`config.mk`:
```
export PLATFORM = sky130hd
export DESIGN_NAME = vend_panel_arbiter
export DESIGN_NICKNAME = d
export VERILOG_FILES = /design/src/rtl/vend_pkg.sv /design/src/rtl/vend_rr_pick.sv /design/src/rtl/vend_panel_arbiter.sv
export SDC_FILE = /design/constraint.sdc
export NUM_CORES = 1
export LEC_CHECK = 0
export ABC_AREA = 1
export BUFFER_PORTS_ARGS = -buffer_cell sky130_fd_sc_hd__buf_2
export CAP_MARGIN = 40
export CORE_AREA = 2 2 49 51
export CTS_CLUSTER_DIAMETER = 150
export DETAILED_ROUTE_END_ITERATION = 12
export DIE_AREA = 0 0 51 53
export GPL_ROUTABILITY_DRIVEN = 0
export PLACE_DENSITY_LB_ADDON = 0.12
export SKIP_LAST_GASP = 1
export SLEW_MARGIN = 15
export SYNTH_ARGS = -nofsm -noshare
export SYNTH_HDL_FRONTEND = slang
export SYNTH_SLANG_ARGS = --single-unit
```
`constraint.sdc`:
```
create_clock -name clk -period 1.6 [get_ports clk]
set_clock_uncertainty 0.15 [all_clocks]
set_input_delay 0.24 -clock clk [delete_from_list [all_inputs] [get_ports clk]]
set_output_delay 0.24 -clock clk [all_outputs]
set_load 0.01 [all_outputs]
```
`src/rtl/vend_pkg.sv`:
```
// Shared types and constants for the vending-machine panel arbiter.
package vend_pkg;

  // Vending core state as reported on vm_state
  typedef enum logic [1:0] {
    CORE_IDLE    = 2'd0,
    CORE_DELIVER = 2'd1,
    CORE_CHANGE  = 2'd2
  } core_state_e;

  // Arbiter session states
  typedef enum logic [2:0] {
    ST_ARB,
    ST_OPEN,
    ST_CHK,
    ST_VEND,
    ST_REL
  } arb_state_e;

  // Legal coin strobe values
  localparam logic [7:0] COIN_NONE = 8'd0;
  localparam logic [7:0] COIN_10   = 8'd10;
  localparam logic [7:0] COIN_20   = 8'd20;
  localparam logic [7:0] COIN_50   = 8'd50;
  localparam logic [7:0] COIN_100  = 8'd100;
  localparam logic [7:0] COIN_200  = 8'd200;

  // Product prices
  localparam logic [7:0] PRICE_WATER = 8'd30;
  localparam logic [7:0] PRICE_SODA  = 8'd50;

  // Button codes
  localparam logic [1:0] BTN_NONE  = 2'd0;
  localparam logic [1:0] BTN_WATER = 2'd1;
  localparam logic [1:0] BTN_SODA  = 2'd2;

endpackage

```
`src/rtl/vend_rr_pick.sv`:
```
// Two-way round-robin picker: on a tie the panel that did not own last wins.
module vend_rr_pick (
  input  logic [1:0] req_i,   // bit0 = A, bit1 = B
  input  logic       last_i,  // 0 = A owned last, 1 = B owned last
  output logic [1:0] pick_o   // one-hot winner, 0 when no request
);

  // Single requests pass through; ties go to the non-last owner
  always_comb begin
    pick_o = req_i;
    if (&req_i) begin
      pick_o = last_i ? 2'b01 : 2'b10;
    end
  end

endmodule

```
`src/rtl/vend_panel_arbiter.sv`:
```
// Session arbiter sharing one vending core between front panels A and B.
// Optional idle-release timer enabled by defining VEND_ARB_TIMEOUT_EN.
module vend_panel_arbiter
  import vend_pkg::*;
#(
  parameter int unsigned IDLE_TIMEOUT = 16
) (
  input  logic       clk,
  input  logic       rst,
  input  logic       req_a,
  input  logic       req_b,
  input  logic [7:0] coin_a,
  input  logic [7:0] coin_b,
  input  logic [1:0] btn_a,
  input  logic [1:0] btn_b,
  input  logic       done_a,
  input  logic       done_b,
  input  logic [1:0] vm_state,
  input  logic [7:0] vm_credit,
  output logic [7:0] vm_coin,
  output logic [1:0] vm_button,
  output logic [1:0] grant,
  output logic       busy,
  output logic       orphan
);

  if (IDLE_TIMEOUT < 2) begin : g_bad_timeout
    $error("vend_panel_arbiter: IDLE_TIMEOUT must be at least 2");
  end

  arb_state_e state_q, state_d;
  logic [1:0] grant_q, grant_d;
  logic [7:0] coin_q, coin_d;
  logic [1:0] btn_q, btn_d;
  logic       last_q, last_d;
  logic       chk_q, chk_d;

  logic [1:0] pick;
  logic [7:0] own_coin;
  logic [1:0] own_btn;
  logic       own_done;
  logic       owner_act;
  logic [1:0] fwd_btn;
  logic       tmo;

  vend_rr_pick u_pick (
    .req_i  ({req_b, req_a}),
    .last_i (last_q),
    .pick_o (pick)
  );

  // Owner input selection; the non-owner panel is never looked at
  always_comb begin
    own_coin = grant_q[1] ? coin_b : coin_a;
    own_btn  = grant_q[1] ? btn_b  : btn_a;
    own_done = grant_q[1] ? done_b : done_a;
  end

  assign owner_act = (own_coin != '0) || (own_btn != BTN_NONE);
  // Coin wins over a simultaneous button; the customer has to press again
  assign fwd_btn   = (own_coin != '0) ? BTN_NONE : own_btn;

`ifdef VEND_ARB_TIMEOUT_EN
  localparam int unsigned TW = $clog2(IDLE_TIMEOUT);
  localparam logic [TW-1:0] IDLE_LAST = TW'(IDLE_TIMEOUT - 1);

  logic [TW-1:0] idle_q, idle_d;

  // Idle counter: held clear outside OPEN (so it starts at 0 on entry) and on owner activity
  always_comb begin
    if ((state_q != ST_OPEN) || owner_act) begin
      idle_d = '0;
    end else begin
      idle_d = idle_q + 1'b1;
    end
  end

  // Idle counter register
  always_ff @(posedge clk) begin
    if (rst) idle_q <= '0;
    else     idle_q <= idle_d;
  end

  assign tmo = (state_q == ST_OPEN) && !owner_act && (idle_q == IDLE_LAST);
`else
  assign tmo = 1'b0;
`endif

  // State register
  always_ff @(posedge clk) begin
    if (rst) state_q <= ST_ARB;
    else     state_q <= state_d;
  end

  // Next-state logic; chk_q marks the second CHK cycle
  always_comb begin
    state_d = state_q;
    chk_d   = 1'b0;
    unique case (state_q)
      ST_ARB:  if (pick != 2'b00) state_d = ST_OPEN;
      ST_OPEN: begin
        if (fwd_btn != BTN_NONE) state_d = ST_CHK;
        else if (own_done)       state_d = ST_REL;
        else if (tmo)            state_d = ST_REL;
      end
      ST_CHK: begin
        if (chk_q) state_d = (vm_state == CORE_IDLE) ? ST_OPEN : ST_VEND;
        else       chk_d   = 1'b1;
      end
      ST_VEND: begin
        if (vm_state == CORE_IDLE) state_d = (vm_credit == '0) ? ST_REL : ST_OPEN;
      end
      ST_REL:  state_d = ST_ARB;
      default: state_d = ST_ARB;
    endcase
  end

  // Output logic; grant drops and the pointer moves on the edge entering REL
  always_comb begin
    grant_d = grant_q;
    coin_d  = '0;
    btn_d   = BTN_NONE;
    last_d  = last_q;
    unique case (state_q)
      ST_ARB:  grant_d = pick;
      ST_OPEN: begin
        coin_d = own_coin;
        btn_d  = fwd_btn;
      end
      default: ;
    endcase
    if ((state_q != ST_REL) && (state_d == ST_REL)) begin
      grant_d = '0;
      last_d  = grant_q[1];
    end
  end

  // Registered outputs and session bookkeeping
  always_ff @(posedge clk) begin
    if (rst) begin
      grant_q <= '0;
      coin_q  <= '0;
      btn_q   <= BTN_NONE;
      last_q  <= 1'b1;
      chk_q   <= 1'b0;
    end else begin
      grant_q <= grant_d;
      coin_q  <= coin_d;
      btn_q   <= btn_d;
      last_q  <= last_d;
      chk_q   <= chk_d;
    end
  end

  assign vm_coin   = coin_q;
  assign vm_button = btn_q;
  assign grant     = grant_q;
  assign busy      = |grant_q;
  assign orphan    = (state_q == ST_REL) && (vm_credit != '0);

endmodule

```
==> run summary <==
Outcome = finished, final reports clean
Die extent in y = 53 um
Tmin final = 1560 ps
Reg2reg path depth = 11
H-tree depth = 1
Sw Ratio = 31.3%
IO buf count = 49
Starting Density = 40.2%
Total CTS buffers = 3
FP Rows = 17
Residual DRC count = 0
Bufs on Longest Clock Path = 2
Tot GR Track Use = 15.9%
Crit path launch type = flip-flop
DRT iter0 DRCs = 9
Fin. Hold Viols = 0
Post-synth top area share = 39.4%
Post-synth top flop = dfxtp_1
Internal power = 0.000654 W
Mapped Area = 863 um2
Setup bufs post-CTS = 0
Leak Pwr = 0.676 nW
DRT Wirelength = 2030 um
Final setup margin = 41.7 ps
Clk pwr share = 25.3%
Crit path DAT = 1600 ps
CTS tree = done
Max Cap Viol = 0
Core area = 0.00215 mm2
Vias/cell = 4.63
R2r setup slk = 40 ps
Top sig layer = met4
Pins Over Slew Limit = 0
Syn Nets = 169
Number of clock sinks = 17
End of the worst register-to-register path = last_q$_SDFFE_PP1P_
Finish-stage setup viols = 0
Final core utilization = 56.2%
Area leader, netlist = dfxtp_1
Post-synthesis cell type count = 19
Fraction of layout instances using a drive strength above 1 = 38.2%
Synthesis-to-layout area growth = 39.9%
Gate Count Post-Synth = 133
Sequential share of the synthesized area = 39.4%
Nets = 223
Fmax achieved = 642 MHz
Psw = 0.000298 W
CP endpoint = last_q$_SDFFE_PP1P_
DR WL met2 = 1060 um
Hold Crit Class = in -> reg
Worst Path Max Fanout = 15
Critical path's slowest cell = dfxtp_2
Slowest stage delay, CP = 350 ps
Root buffer selected by CTS = clkbuf_4
Reg2Reg Launch Point = grant[1]$_SDFFE_PP0P_
Synth warn = 0
Top Family by Delay on Critical Path = simple AND/OR/NAND/NOR gates
Worst Tran Pin Value = 322 ps
Clock Latency Late Sink = 290 ps
Crit-path cells = buf_12 > inv_6 > nand2_1 > nand2_1 > nand2_2 > nor2_2 > o211ai_2 > nand2_2 > nand2_2 > nand2_1 > nand3_1
Die W = 51 um
FFs w/ async S/R, synth = 0%
DR WL/cell = 9.50 um
HPWL Detailed = 1620 um
CP required = 1640 ps
Final Cycle Share = 97.4%
Worst Path Buf+Inv = 2
Largest cells by area after synthesis = dfxtp_1 (39%), nand2_1 (17%), nor2_1 (10%)
Die area = 0.00270 mm2
Ports = 50
Vias in the first global route = 878
Worst setup EP type = flip-flop
Hold_buf cts = 0
Most frequent cell after synthesis = nand2_1
Sequential Power Share = 48.4%
Vias post-DR = 990
First-pass GRT wire length = 3220 um
GR Overflow Total = 0
Drt first pass iters = 5
Largest net degree at the start of global routing = 16
Clk slew on worst S/H paths = 110 ps
Place WS = 14.5 ps
Power density cells = 789 mW/mm2
Worst Setup SP = grant[1]$_SDFFE_PP0P_
VDD IR max = 0.564 mV
Met3 Routed Length = 151 um
FF+latch count, synth = 17
Number of synthesized flops with an enable pin = 0
Unrepaired setup endpoints after global routing = true
Commonest cells in the netlist = nand2_1 (38), nor2_1 (24), inv_1 (21), dfxtp_1 (17)
Combinational share of power = 26.3%
Slew Limit Headroom = 78.4%
WL met1 = 782 um
Setup Crit Path Kind = reg -> reg
Cell depth of the worst setup path = 11
Avg Cell Area, Syn = 6.49 um2
Final ANT Viol Nets = 0
Antenna cells = 0
Initial antenna violation count = 0
## timing repair
item,in CTS,in global routing
gates resized for setup,1,12
pin swaps,0,4
setup endpoints to repair,1,10
## worst min path at each step
stage / start / end / slack, ps / cells past startpoint
floorplan: rst / state_q[0]$_SDFF_PP0_ / 160 / 1
global placement: chk_q$_SDFF_PP0_ / chk_q$_SDFF_PP0_ / 290 / 1
detailed placement: chk_q$_SDFF_PP0_ / chk_q$_SDFF_PP0_ / 290 / 1
CTS: rst / state_q[1]$_SDFF_PP0_ / 30 / 2
global route: rst / grant[1]$_SDFFE_PP0P_ / 40 / 2
finish: rst / grant[1]$_SDFFE_PP0P_ / 50 / 2
## cells by family after synthesis
family / after synthesis / synth area share (%)
buffers and inverters: 24 / 12.8
AO/OA/AOI/OAI: 12 / 8.55
multiplexers: 1 / 1.16
flip-flops: 17 / 39.4
AND/OR/NAND/NOR: 79 / 38.1
## power by group through the flow
stage               Combinational [W]  Clock (W)  Sequential, W
floorplan                    0.000134          0       0.000477
global route                 0.000281   0.000259       0.000465
CTS                          0.000232   0.000248       0.000461
finish                       0.000250   0.000241       0.000461
detailed placement           0.000231          0       0.000470
global placement             0.000228          0       0.000469
## metal layers
metal  GRT usage [%]  up-vias
li1                -      516
met1            14.9      423
met2            31.8       47
met3            2.54        4
met4            9.46        0
met5               0        -
## area by class of cell
| cell class | count | area (um2) |
|---|---|---|
| Sequential cell | 17 | 342 |
| Fill cell | 238 | 941 |
| Tap cell | 28 | 35.0 |
| Multi-Input combinational cell | 92 | 437 |
| Timing Repair Buffer | 51 | 279 |
| Inverter | 22 | 87.6 |
| Clock buffer | 3 | 22.5 |
| Clock inverter | 1 | 5.00 |
## flip-flops by register name (all words and copies together), names as in the netlist
register,count
vm_coin,8
last_q,1
vm_button,2
chk_q,1
grant,2
state_q,3
## stage by stage
stage                     std cells  hold slack, ps  instance area (um2)  setup TNS, ps  power, W
after floorplan                 133             159                  863              0  0.000611
after global placement          210             286                 1140              0  0.000697
after detailed placement        210             291                 1140              0  0.000701
after CTS                       214            33.7                 1170              0  0.000940
after global routing            214            44.5                 1210          -97.4   0.00100
final                           214            46.0                 1210              0  0.000953
## worst reg2reg max path, cell delays in order, from the launching register on
cell	delay (ps)
dfxtp_2	350
buf_12	140
inv_6	70
nand2_1	50
nand2_1	90
nand2_2	70
nor2_2	110
o211ai_2	110
nand2_2	110
nand2_2	70
nand2_1	70
nand3_1	60
## layout by cell type, fill, tap and decap left out, drive strengths merged
cell type,instances
buf,51
nand2,42
nor2,26
inv,22
dfxtp,17
nor3,4
nand3,4
a21oi,4
o21ai,4
clkbuf,3
a211oi,2
nor4,2
or2,1
o22ai,1
o211ai,1
mux2i,1
clkinv,1
Power figures use the tool's default switching activity.
